## src/rtl/riscv_pkg.sv

```systemverilog
// Shared fetch-side types and constants for the RV32I core.
// Redirect ranks let a pending redirect be compared against a newer one.
package riscv_pkg;

  typedef enum logic [1:0] {
    RESET = 2'd0,
    FETCH = 2'd1,
    WAIT  = 2'd2,
    HOLD  = 2'd3
  } fetch_state_t;

  localparam logic [31:0] RESET_VEC = 32'h0000_0000;
  localparam logic [31:0] TRAP_VEC  = 32'h0000_0010;

  // A misaligned jump/branch target becomes a trap, so it ranks with trap.
  function automatic logic [1:0] redirect_rank(input logic trap, input logic jmp,
                                               input logic br, input logic misalign);
    logic [1:0] rank;
    if (trap || misalign) begin
      rank = 2'd3;
    end else if (jmp) begin
      rank = 2'd2;
    end else if (br) begin
      rank = 2'd1;
    end else begin
      rank = 2'd0;
    end
    return rank;
  endfunction

endpackage

```

## src/rtl/next_pc_sel.sv

```systemverilog
// Combinational redirect priority mux: trap > jmp > br_taken, with the
// misaligned-target check folding bad targets onto TRAP_VEC.
module next_pc_sel #(
  parameter int               WIDTH    = 32,
  parameter logic [WIDTH-1:0] TRAP_VEC = WIDTH'(riscv_pkg::TRAP_VEC)
) (
  input  logic             trap,
  input  logic             jmp,
  input  logic [WIDTH-1:0] jmp_target,
  input  logic             br_taken,
  input  logic [WIDTH-1:0] br_target,
  output logic [WIDTH-1:0] target,
  output logic             redirect,
  output logic             misalign
);

  always_comb begin
    target   = TRAP_VEC;
    redirect = 1'b0;
    misalign = 1'b0;
    if (trap) begin
      redirect = 1'b1;
    end else if (jmp) begin
      redirect = 1'b1;
      if (jmp_target[1:0] != 2'b00) begin
        misalign = 1'b1;
      end else begin
        target = jmp_target;
      end
    end else if (br_taken) begin
      redirect = 1'b1;
      if (br_target[1:0] != 2'b00) begin
        misalign = 1'b1;
      end else begin
        target = br_target;
      end
    end else begin
      redirect = 1'b0;
    end
  end

endmodule

```

## src/rtl/fetch_ctrl.sv

```systemverilog
// Fetch sequencer: drives the PC register load, the imem req/ack handshake,
// and resolves redirects against stalls and outstanding fetches.
module fetch_ctrl #(
  parameter int               WIDTH     = 32,
  parameter logic [WIDTH-1:0] RESET_VEC = WIDTH'(riscv_pkg::RESET_VEC),
  parameter logic [WIDTH-1:0] TRAP_VEC  = WIDTH'(riscv_pkg::TRAP_VEC)
) (
  input  logic             clk,
  input  logic             rst,
  input  logic [WIDTH-1:0] pc_cur,
  output logic             pc_en,
  output logic [WIDTH-1:0] pc_next,
  output logic             imem_req,
  input  logic             imem_ack,
  input  logic             stall,
  input  logic             br_taken,
  input  logic [WIDTH-1:0] br_target,
  input  logic             jmp,
  input  logic [WIDTH-1:0] jmp_target,
  input  logic             trap,
  output logic             fetch_valid,
  output logic             flush,
  output logic             misalign
);
  import riscv_pkg::*;

  fetch_state_t     state_q, state_d;
  logic             pend_vld_q, pend_vld_d;
  logic [WIDTH-1:0] pend_tgt_q, pend_tgt_d;
  logic [1:0]       pend_rank_q, pend_rank_d;

  logic [WIDTH-1:0] sel_target;
  logic             sel_redirect;
  logic             sel_misalign;
  logic [1:0]       sel_rank;
  logic             use_pend;
  logic             eff_redirect;
  logic [WIDTH-1:0] eff_target;
  logic [WIDTH-1:0] pc_seq;

  next_pc_sel #(
    .WIDTH    (WIDTH),
    .TRAP_VEC (TRAP_VEC)
  ) u_next_pc_sel (
    .trap       (trap),
    .jmp        (jmp),
    .jmp_target (jmp_target),
    .br_taken   (br_taken),
    .br_target  (br_target),
    .target     (sel_target),
    .redirect   (sel_redirect),
    .misalign   (sel_misalign)
  );

  assign sel_rank = redirect_rank(trap, jmp, br_taken, sel_misalign);
  assign pc_seq   = pc_cur + WIDTH'(32'd4);

  // A pending redirect wins on ack unless a same-or-higher-rank one arrives that cycle.
  assign use_pend     = pend_vld_q && ((sel_rank == 2'd0) || (pend_rank_q > sel_rank));
  assign eff_redirect = sel_redirect || pend_vld_q;
  assign eff_target   = use_pend ? pend_tgt_q : sel_target;

  // Next-state and output decode.
  always_comb begin
    state_d     = state_q;
    pend_vld_d  = pend_vld_q;
    pend_tgt_d  = pend_tgt_q;
    pend_rank_d = pend_rank_q;
    pc_en       = 1'b0;
    pc_next     = pc_seq;
    imem_req    = 1'b0;
    fetch_valid = 1'b0;
    flush       = sel_redirect;
    misalign    = sel_misalign;
    if (rst) begin
      state_d    = RESET;
      pend_vld_d = 1'b0;
      pc_en      = 1'b1;
      pc_next    = RESET_VEC;
      flush      = 1'b0;
      misalign   = 1'b0;
    end else begin
      case (state_q)
        RESET: begin
          pc_en   = 1'b1;
          pc_next = RESET_VEC;
          state_d = FETCH;
        end
        FETCH, WAIT: begin
          imem_req = 1'b1;
          if (imem_ack) begin
            pend_vld_d = 1'b0;
            if (eff_redirect) begin
              pc_en   = 1'b1;
              pc_next = eff_target;
              state_d = FETCH;
            end else if (stall) begin
              state_d = HOLD;
            end else begin
              fetch_valid = 1'b1;
              pc_en       = 1'b1;
              state_d     = FETCH;
            end
          end else begin
            state_d = WAIT;
            if (sel_redirect && (!pend_vld_q || (sel_rank >= pend_rank_q))) begin
              pend_vld_d  = 1'b1;
              pend_tgt_d  = sel_target;
              pend_rank_d = sel_rank;
            end else begin
              pend_vld_d = pend_vld_q;
            end
          end
        end
        HOLD: begin
          if (sel_redirect) begin
            pc_en   = 1'b1;
            pc_next = sel_target;
            state_d = FETCH;
          end else if (!stall) begin
            fetch_valid = 1'b1;
            pc_en       = 1'b1;
            state_d     = FETCH;
          end else begin
            state_d = HOLD;
          end
        end
        default: begin
          pc_en   = 1'b1;
          pc_next = RESET_VEC;
          state_d = RESET;
        end
      endcase
    end
  end

  // State and pending-redirect registers.
  always_ff @(posedge clk) begin
    state_q     <= state_d;
    pend_vld_q  <= pend_vld_d;
    pend_tgt_q  <= pend_tgt_d;
    pend_rank_q <= pend_rank_d;
  end

endmodule

```

## config.mk

```make
export PLATFORM = sky130hd
export DESIGN_NAME = fetch_ctrl
export DESIGN_NICKNAME = d
export VERILOG_FILES = /design/src/rtl/riscv_pkg.sv /design/src/rtl/next_pc_sel.sv /design/src/rtl/fetch_ctrl.sv
export SDC_FILE = /design/constraint.sdc
export NUM_CORES = 1
export LEC_CHECK = 0
export BUFFER_PORTS_ARGS = -buffer_cell sky130_fd_sc_hd__buf_2
export CAP_MARGIN = 20
export CORE_MARGIN = 3
export CORE_UTILIZATION = 50
export CTS_BUF_LIST = sky130_fd_sc_hd__clkbuf_16
export DETAILED_ROUTE_END_ITERATION = 8
export PLACE_DENSITY = 0.89
export SYNTH_ARGS = -nofsm -noshare
export SYNTH_HDL_FRONTEND = slang
export SYNTH_HIERARCHICAL = 1
export SYNTH_SLANG_ARGS = --single-unit
```

## constraint.sdc

```tcl
create_clock -name clk -period 5.2 [get_ports clk]
set_input_delay 0.78 -clock clk [delete_from_list [all_inputs] [get_ports clk]]
set_output_delay 0.78 -clock clk [all_outputs]
set_load 0.005 [all_outputs]
```

# Word-level counts from Yosys, hierarchy flattened
# Index checks and enable logic that the tools add are counted.
# classes
mul	0
mux	44
reduce_logical	15
add_sub_neg	1
n_eq_ne	3
bitwise	2
magnitude_cmp	2
n_shift	0
n_div	0
# op_table
cell	count
two-way mux 32 bit	10
case mux 32 bit (3 select lines)	1
adder 32 x 3 -> 32 bit, second input constant	1
two-way mux 1 bit	24
two-way mux 2 bit	6
case mux 2 bit (3 select lines)	1
nonzero test 2 bit	3
equality test 2 bit, second input constant	2
zero test 2 bit	2
logical OR 1 bit	4
AND reduction 4 bit	1
case mux 1 bit (3 select lines)	1
equality test 2 x 1 -> 1 bit, second input constant	1
>= comparator 2 bit	1
> comparator 2 bit	1
logical AND 1 bit	2
NOT 1 bit	2
case mux 1 bit (2 select lines)	1
AND reduction 2 bit	1
OR reduction 2 bit	1
zero test 1 bit	1
# totals
ramBits	0
latchBits	0
regBits	37
output_inout_bits	37
in_bits	103
memories	0
mem_bits_ro	0
elab_cells	71

# Logic depth before layout (Yosys ltp)
# Gate-level depths: netlist (run 1).
# depth
word_depth	15
depth_mapped	13
depth_no_buf	12

# Hierarchy
# Netlist (run 1), hierarchy kept.
# by_module_without_submodules
module	cells_per_inst	seq_area_each_um2	area_each_um2	n_inst
fetch_ctrl	354	1081.0	3094.2	1
next_pc_sel	49	0.0	400.4	1

# Least setup slack after synthesis (run 1)
# No wires, ideal clock.
# synth_timing
path_type	in2reg
start	in br_target[0]
end	reg pend_rank_q[0] (enable)
setup_ps	446
required_ps	4754
cell_stages	8
path_buffers	0
slack_ps	1060
arrival_ps	3695
cell_sequence	nor2_1 -> or3b_2 -> a21oi_1 -> nor2_1 -> o21a_1 -> ha_1 -> o21ai_0 -> a31oi_1
# synth_via
elab_chain_cells	11
# synth_lines
item	line_no	text
from (decl)	fetch_ctrl.sv:17	input logic [WIDTH-1:0] br_target,
nonzero test 2 bit	next_pc_sel.sv:32	if (br_target[1:0] != 2'b00) begin
two-way mux 1 bit	next_pc_sel.sv:32	
two-way mux 1 bit	next_pc_sel.sv:30	end else if (br_taken) begin
two-way mux 1 bit	next_pc_sel.sv:23	end else if (jmp) begin
two-way mux 1 bit	next_pc_sel.sv:21	if (trap) begin
net sel_misalign	fetch_ctrl.sv:34	logic sel_misalign;
logical OR 1 bit	riscv_pkg.sv:19	if (trap || misalign) begin
two-way mux 2 bit	riscv_pkg.sv:19	
>= comparator 2 bit	fetch_ctrl.sv:106	if (sel_redirect && (!pend_vld_q || (sel_rank >= pend_rank_q))) begin
logical OR 1 bit	fetch_ctrl.sv:106	
logical AND 1 bit	fetch_ctrl.sv:106	
AND reduction 4 bit (no source line)	-	
to (signal assigned)	fetch_ctrl.sv:142	pend_rank_q <= pend_rank_d;
to (decl)	fetch_ctrl.sv:30	logic [1:0] pend_rank_q, pend_rank_d;
# The timed path passes the listed nets, and every way through them passes these cells.
# A chain may end at the register's enable or synchronous reset.

# Worst setup path after layout (run 1)
# layout_timing
start	in jmp
end	out pc_next[5]
# layout_via
elab_chain_cells	12
elab_cells_between_ends	20
cone_classes	order compare (1); mux (14); reduce/logical (5)
# layout_lines
item	line_no	text
from (decl)	fetch_ctrl.sv:18	input logic jmp,
two-way mux 1 bit *	next_pc_sel.sv:23	
two-way mux 1 bit *	next_pc_sel.sv:21	
net sel_misalign	fetch_ctrl.sv:34	
logical OR 1 bit *	riscv_pkg.sv:19	
two-way mux 2 bit *	riscv_pkg.sv:19	
> comparator 2 bit / zero test 2 bit (equally long branches)	fetch_ctrl.sv:59	assign use_pend = pend_vld_q && ((sel_rank == 2'd0) || (pend_rank_q > sel_rank));
logical OR 1 bit *	fetch_ctrl.sv:59	
logical AND 1 bit *	fetch_ctrl.sv:59	
two-way mux 32 bit *	fetch_ctrl.sv:61	assign eff_target = use_pend ? pend_tgt_q : sel_target;
two-way mux 32 bit *	fetch_ctrl.sv:93	if (eff_redirect) begin
two-way mux 32 bit *	fetch_ctrl.sv:91	if (imem_ack) begin
case mux 32 bit (3 select lines) *	fetch_ctrl.sv:83	case (state_q)
two-way mux 32 bit *	fetch_ctrl.sv:75	if (rst) begin
to (decl)	fetch_ctrl.sv:12	output logic [WIDTH-1:0] pc_next,
# Mark *: on every way through the listed nets, which the timed path passes. The rest lies on a longest branch.

==> results.sh, run 1 <==
export IMPL_antenna_left=0
export IMPL_grt_usage_pct=26.8
export IMPL_worstPathRequired_ns=4.42
export IMPL_grt_pass1_vias=3464
export IMPL_setup_violations_final=0
export IMPL_maxSlewHeadroom_pct=37.0
export IMPL_clock_sinks=37
export IMPL_critical_path_arrival_ns=3.84
export IMPL_wl_um=11100
export IMPL_status="finished, final reports clean"
export IMPL_min_period_ns=4.62
export IMPL_antenna_found_initial=0
export IMPL_rsz0062_at_grt="false"
export IMPL_dp_hpwl_um=8250
export IMPL_hold_violations=0
export IMPL_cts_made_buffers=5
export IMPL_grt_max_degree=44
export IMPL_post_cts_buffers=0
export IMPL_endpoint_kind="output port"
export IMPL_wl_per_cell_um=17.9
export IMPL_worstPathCellList="buf_2, or3b_2, a21oi_1, nor2_1, o21a_1, ha_1, inv_1, a21oi_1, o21ai_4, buf_4, mux2_2, a21oi_1, o22ai_1, buf_2"
export IMPL_grt_pass1_wl_um=16500
export IMPL_cp_slowest_stage_delay_ns=0.62
export IMPL_drv_slew=0
export IMPL_criticalPathCategory="primary input to output port"
export IMPL_fin_skew_ns=0.00694
export IMPL_vdd_drop_max_mv=0.154
export IMPL_diodes=0
export IMPL_cts_tree="yes"
export IMPL_ctsHtreeMaxLevel=2
export IMPL_place_gp_congestion=0.944
export IMPL_tightestPinTransition_ns=0.945
export IMPL_pwr_density_cell_nw_per_um2=191
export IMPL_async_reset_ff_share_pct=0
export IMPL_postSynthCellCount=403
export IMPL_finalCritPeriodShare_pct=88.9
export IMPL_nFillCells=541
export IMPL_first_pass_iters=5
export IMPL_clk_latency_ns=0.29
export IMPL_leakage_nw=1.94
export IMPL_core_area_um2=6570
export IMPL_cp_start_kind="primary input"
export IMPL_max_freq_mhz=216
export IMPL_fin_tns_setup_ns=0
export IMPL_synth_edf_count=34
export IMPL_cts_resized=0
export IMPL_yosysSeqAreaShare_pct=30.9
export IMPL_remaining_drc_errors=0
export IMPL_grt_ovfl_total=0
export IMPL_syn_cell_area_um2=3490
export IMPL_dieArea_um2=8030
export IMPL_final_cell_count_no_fill=622
export IMPL_design_portCount=140
export IMPL_clk_root_buffer_cell="clkbuf_16"
export IMPL_maxCapViolCount=0
export IMPL_clock_path_buffers=2
export IMPL_path_common_cell="a21oi_1"
export IMPL_syn_area_per_cell_um2=8.67
export IMPL_critPathMaxFanout=18
export IMPL_synth_seq_cells=37
export IMPL_final_nets=636
export IMPL_dp_cells=613
export IMPL_viasPerCell=6.06
export IMPL_yosys_warnings=6
export IMPL_clk_pin_slew_ns=0.06
export IMPL_drive_above_1_share_pct=32.9
export IMPL_synth_cell_type_count=55
export IMPL_chipHeight_um=89.6
export IMPL_area_growth_pct=25.2
export IMPL_port_buffers=139
export IMPL_synthFlopType="edfxtp_1"
export IMPL_hp_class="flip-flop to flip-flop"
export IMPL_holdBufCountCts=0
export IMPL_slowest_stage="o21ai_4"
export IMPL_initial_core_util_pct=53.2
export IMPL_dieWidth_um=89.6
export IMPL_vias=3770
export IMPL_drt_iter0_drc=318
export IMPL_num_rows=29
==> state kept, by name, summed over array words and instances, names as in the netlist <==
name,count
pend_vld_q,1
state_q,2
pend_tgt_q,32
pend_rank_q,2
==> layer usage <==
layer | vias up | share of wire, % | track usage [%]
met3 | 25 | 9.3 | 5.02
met1 | 1758 | 39 | 32.4
met4 | 0 | 2.3 | 9.47
met2 | 207 | 49 | 47.5
met5 | - | 0 | 0
li1 | 1780 | - | -
==> stage by stage <==
| step | setup WS (ns) | total power [W] | util [%] | hold WS [ns] | cell area [µm²] |
|---|---|---|---|---|---|
| finish | 0.575 | 0.000836 | 66.6 | 0.673 | 4380 |
| global placement | 0.732 | 0.000529 | 64.0 | 0.624 | 4210 |
| global route | 0.397 | 0.000866 | 66.6 | 0.697 | 4380 |
| detailed placement | 0.635 | 0.000537 | 64.0 | 0.663 | 4210 |
| floorplan | 1.06 | 0.000454 | - | 0.598 | 3500 |
| CTS | 0.618 | 0.000830 | 66.2 | 0.678 | 4350 |
==> kinds of logic (layout without fill, tap and decap cells) <==
kind of cell    Yosys count  after routing  share of synthesized area (%)
compound gates          141            141                           27.5
simple gates            125            125                           18.7
buf+inv                  39            164                           5.69
flops                    37             37                           30.9
mux                      28             28                           8.56
xor+xnor                 27             27                           6.77
fa+ha+maj                 5              5                           1.79
other cells               1              2                          0.107
==> where the power goes <==
part,internal (W),switching [W],total [W]
sequential,0.000333,0.00000503,0.000338
combinational,0.0000869,0.000112,0.000199
clock,0.000176,0.000123,0.000299
==> critical path, delay by kind of cell <==
family                   cells  cell delay (ns)
AO/OA/AOI/OAI                6             1.32
adder cells (fa/ha/maj)      1             0.17
buffers and inverters        4             0.67
multiplexers                 1             0.36
AND/OR/NAND/NOR              2             0.54
==> cells in the final DEF (no fill, tap or decap), types with 5 or more instances in the layout <==
| cell | Yosys | routed |
|---|---|---|
| buf_2 | 6 | 139 |
| edfxtp_1 | 34 | 34 |
| nand2_1 | 33 | 33 |
| o21ai_0 | 32 | 32 |
| a22o_1 | 32 | 32 |
| nor2_1 | 31 | 31 |
| a21oi_1 | 31 | 31 |
| xnor2_1 | 18 | 18 |
| mux2i_1 | 16 | 16 |
| o22ai_1 | 13 | 13 |
| inv_1 | 11 | 11 |
| and3_1 | 11 | 11 |
| nand4_1 | 11 | 11 |
| mux2_2 | 11 | 11 |
| nand3_1 | 10 | 10 |
| xor2_1 | 9 | 9 |
| nor3_1 | 8 | 8 |
| and2_1 | 7 | 7 |
| a22oi_1 | 5 | 5 |
| ha_1 | 5 | 5 |
| clkbuf_16 | 0 | 5 |
| buf_4 | 2 | 5 |
==> cell usage after synthesis, drive strengths merged (12+ instances only) <==
| library cell | number | area share [%] |
|---|---|---|
| o22ai | 13 | 2.3 |
| nor2 | 33 | 3.8 |
| a22o | 33 | 8.5 |
| edfxtp | 34 | 29 |
| buf | 14 | 3.0 |
| clkbuf | 14 | 1.5 |
| o21ai | 35 | 5.3 |
| mux2 | 12 | 4.0 |
| nand2 | 33 | 3.5 |
| a21oi | 31 | 4.4 |
| xnor2 | 18 | 4.5 |
| mux2i | 16 | 4.6 |
==> path summary, 6_finish.rpt <==
kind,end,startpoint,slack (ns),cells past startpoint
worst max-delay path,pc_next[5],jmp,0.58,14
worst max register to register,pend_tgt_q[12]$_DFFE_PP_,state_q[1]$_SDFF_PP0_,2.98,6
worst min register to register,state_q[1]$_SDFF_PP0_,state_q[0]$_SDFF_PP0_,0.67,3
worst min-delay path,state_q[1]$_SDFF_PP0_,state_q[0]$_SDFF_PP0_,0.67,3
==> cell type report <==
type | instances | area (µm²) | area share, %
Clock buffer | 5 | 125 | 2.86
Clock inverter | 3 | 17.5 | 0.400
Inverter | 11 | 41.3 | 0.944
Multi-Input combinational cell | 328 | 2230 | 51.0
Sequential cell | 37 | 1080 | 24.7
Tap cell | 93 | 116 | 2.66
Timing Repair Buffer | 145 | 761 | 17.4
No activity file was read; power rests on OpenSTA's default activity.
==> run 2, diff against run 1 <==
--- a/config.mk
+++ b/config.mk
@@ -5,13 +5,14 @@
 export SDC_FILE = /design/constraint.sdc
 export NUM_CORES = 1
 export LEC_CHECK = 0
+export ABC_AREA = 1
 export BUFFER_PORTS_ARGS = -buffer_cell sky130_fd_sc_hd__buf_2
 export CAP_MARGIN = 20
 export CORE_MARGIN = 3
 export CORE_UTILIZATION = 50
 export CTS_BUF_LIST = sky130_fd_sc_hd__clkbuf_16
 export DETAILED_ROUTE_END_ITERATION = 8
-export PLACE_DENSITY = 0.89
+export PLACE_DENSITY = 0.85
 export SYNTH_ARGS = -nofsm -noshare
 export SYNTH_HDL_FRONTEND = slang
 export SYNTH_HIERARCHICAL = 1
==> results.sh, run 2 <==
export IMPL_holdBufCountCts=0
export IMPL_drv_slew=0
export IMPL_r2r_cells=5
export IMPL_antenna_left=0
export IMPL_yosys_top_cells_count="nand2_1 (208), nand3_1 (121), a21oi_1 (95), inv_1 (77), nor2_1 (64)"
export IMPL_cts_made_buffers=5
export IMPL_core_area_um2=8850
export IMPL_largest_reg_flops=32
export IMPL_final_nets=976
export IMPL_criticalPathCategory="primary input to output port"
export IMPL_rsz0062_at_grt="false"
export IMPL_p_total_w=0.000906
export IMPL_viasPerCell=5.42
export IMPL_endpoint_kind="output port"
export IMPL_whs_path_depth=4
export IMPL_clk_latency_ns=0.28
export IMPL_setup_violations_final=0
export IMPL_design_portCount=140
export IMPL_dp_hpwl_um=10400
export IMPL_grt_pass1_vias=4451
export IMPL_dieArea_um2=10400
export IMPL_vdd_drop_max_mv=0.127
export IMPL_dieWidth_um=102
export IMPL_critical_path_arrival_ns=3.71
export IMPL_wl_um=13700
export IMPL_cp_start_kind="primary input"
export IMPL_place_gp_congestion=0.899
export IMPL_diodes=0
export IMPL_synth_top_cell_area_share_pct=22.2
export IMPL_clock_sinks=37
export IMPL_leakage_nw=2.37
export IMPL_synth_largest_area_cell="edfxtp_1"
export IMPL_synth_edf_count=34
export IMPL_cts_resized=0
export IMPL_grt_pass1_wl_um=21500
export IMPL_fin_skew_ns=0.00583
export IMPL_pwr_density_cell_nw_per_um2=169
export IMPL_synthTopCellsByArea="edfxtp_1 (22%), nand2_1 (17%), nand3_1 (13%), a21oi_1 (10%), inv_1 (6.3%)"
export IMPL_syn_area_per_cell_um2=6.03
export IMPL_maxSlewHeadroom_pct=31.0
export IMPL_cts_tree="yes"
export IMPL_finalCritPeriodShare_pct=86.3
export IMPL_vias=5293
export IMPL_synthFlopType="edfxtp_1"
export IMPL_cp_top_family="simple AND/OR/NAND/NOR gates"
export IMPL_detailed_place_area_um2=5230
export IMPL_clk_pin_slew_ns=0.05
export IMPL_grt_usage_pct=25.5
export IMPL_first_pass_iters=5
export IMPL_ctsHtreeMaxLevel=2
export IMPL_clk_root_buffer_cell="clkbuf_16"
export IMPL_critPathMaxFanout=36
export IMPL_path_buf_inv=4
export IMPL_synth_seq_cells=37
export IMPL_drive_above_1_share_pct=22.6
export IMPL_hp_class="flip-flop to flip-flop"
export IMPL_fin_tns_setup_ns=0
export IMPL_status="finished, final reports clean"
export IMPL_postSynthCellCount=763
export IMPL_yosysMostFrequentCell="nand2_1"
export IMPL_num_rows=34
export IMPL_yosys_warnings=6
export IMPL_post_cts_buffers=0
export IMPL_stdcell_area_um2=5370
export IMPL_wl_per_cell_um=14.0
export IMPL_port_buffers=139
export IMPL_tightestPinTransition_ns=1.03
export IMPL_area_growth_pct=16.7
export IMPL_clock_path_buffers=2
export IMPL_maxCapViolCount=0
export IMPL_top_register="pend_tgt_q"
export IMPL_antenna_found_initial=0
export IMPL_grt_ovfl_total=0
export IMPL_remaining_drc_errors=0
export IMPL_yosysSeqAreaShare_pct=23.5
export IMPL_syn_cell_area_um2=4600
export IMPL_async_reset_ff_share_pct=0
export IMPL_final_cell_mix="nand2_1 (208), buf_2 (139), nand3_1 (121)"
export IMPL_cp_slowest_stage_delay_ns=0.51
export IMPL_synth_cell_type_count=36
export IMPL_slowest_stage="buf_2"
export IMPL_drt_iter0_drc=682
export IMPL_hold_violations=0
export IMPL_grt_max_degree=51
export IMPL_min_period_ns=4.49
export IMPL_initial_core_util_pct=52.0
export IMPL_final_common_cell="nand2_1"
export IMPL_final_cell_count_no_fill=977
export IMPL_path_common_cell="nand2_1"
export IMPL_dp_cells=969
export IMPL_chipHeight_um=102
export IMPL_worstPathRequired_ns=4.42
export IMPL_holdWs_ns=0.699
export IMPL_max_freq_mhz=223
export IMPL_worstPathCellList="buf_2, nand2_1, nand2_1, nor2_1, nor2_1, nand2_1, ha_1, inv_1, o21bai_1, nand2_1, nand2_1, buf_4, nand2_1, nand2_1, nand2_1, nand3_1, a21oi_1, buf_2"
export IMPL_path_depth=18
export IMPL_top_regs="pend_tgt_q x32, pend_rank_q x2, state_q x2"
run 2: cell families after synthesis:
kind of cell / count (synthesis) / share of synthesized area (%)
AO/OA/AOI/OAI: 140 / 16.7
AND/OR/NAND/NOR: 443 / 44.6
other: 1 / 0.0814
XOR/XNOR: 7 / 1.33
adder cells (fa/ha/maj): 5 / 1.36
buffers and inverters: 130 / 12.5
flip-flops: 37 / 23.5
run 2: final cells by class:
| cell class | instances | area (µm²) |
|---|---|---|
| Fill cell | 882 | 3480 |
| Multi-Input combinational cell | 597 | 2960 |
| Sequential cell | 37 | 1080 |
| Timing Repair Buffer | 148 | 763 |
| Inverter | 79 | 297 |
| Tap cell | 108 | 135 |
| Clock buffer | 5 | 125 |
| Clock inverter | 3 | 13.8 |
run 2: final timing paths:
check             slack (ns)                  endpoint                  start
setup / recovery        0.71               pc_next[18]                    jmp
hold / removal          0.70     state_q[0]$_SDFF_PP0_  state_q[1]$_SDFF_PP0_
setup reg to reg        2.91  pend_tgt_q[10]$_DFFE_PP_  state_q[1]$_SDFF_PP0_
hold reg to reg         0.70     state_q[0]$_SDFF_PP0_  state_q[1]$_SDFF_PP0_
run 2: tightest hold or removal path, stage by stage, from the launching register on:
cell	delay, ns
dfxtp_1	0.31
inv_1	0.05
ha_1	0.15
nor2_1	0.04
a21oi_1	0.10
run 2: routing by layer:
metal / vias to the layer above / track usage, % / share of wire, %
li1: 2720 / - / -
met1: 2291 / 38.2 / 45
met2: 266 / 39.7 / 44
met3: 16 / 2.53 / 9.5
met4: 0 / 5.75 / 1.2
met5: - / 0 / 0
run 2: per-stage QoR:
stage / setup slack, ns / util [%]
after global routing: 0.323 / 60.7
after global placement: 0.870 / 59.1
after floorplan: 0.353 / -
after CTS: 0.789 / 60.7
final: 0.714 / 60.7
after detailed placement: 0.810 / 59.1
run 2: power breakdown:
part | total, W | switching [W] | internal (W)
logic | 0.000288 | 0.000190 | 0.0000978
registers | 0.000336 | 0.00000229 | 0.000334
clock network | 0.000282 | 0.000108 | 0.000174
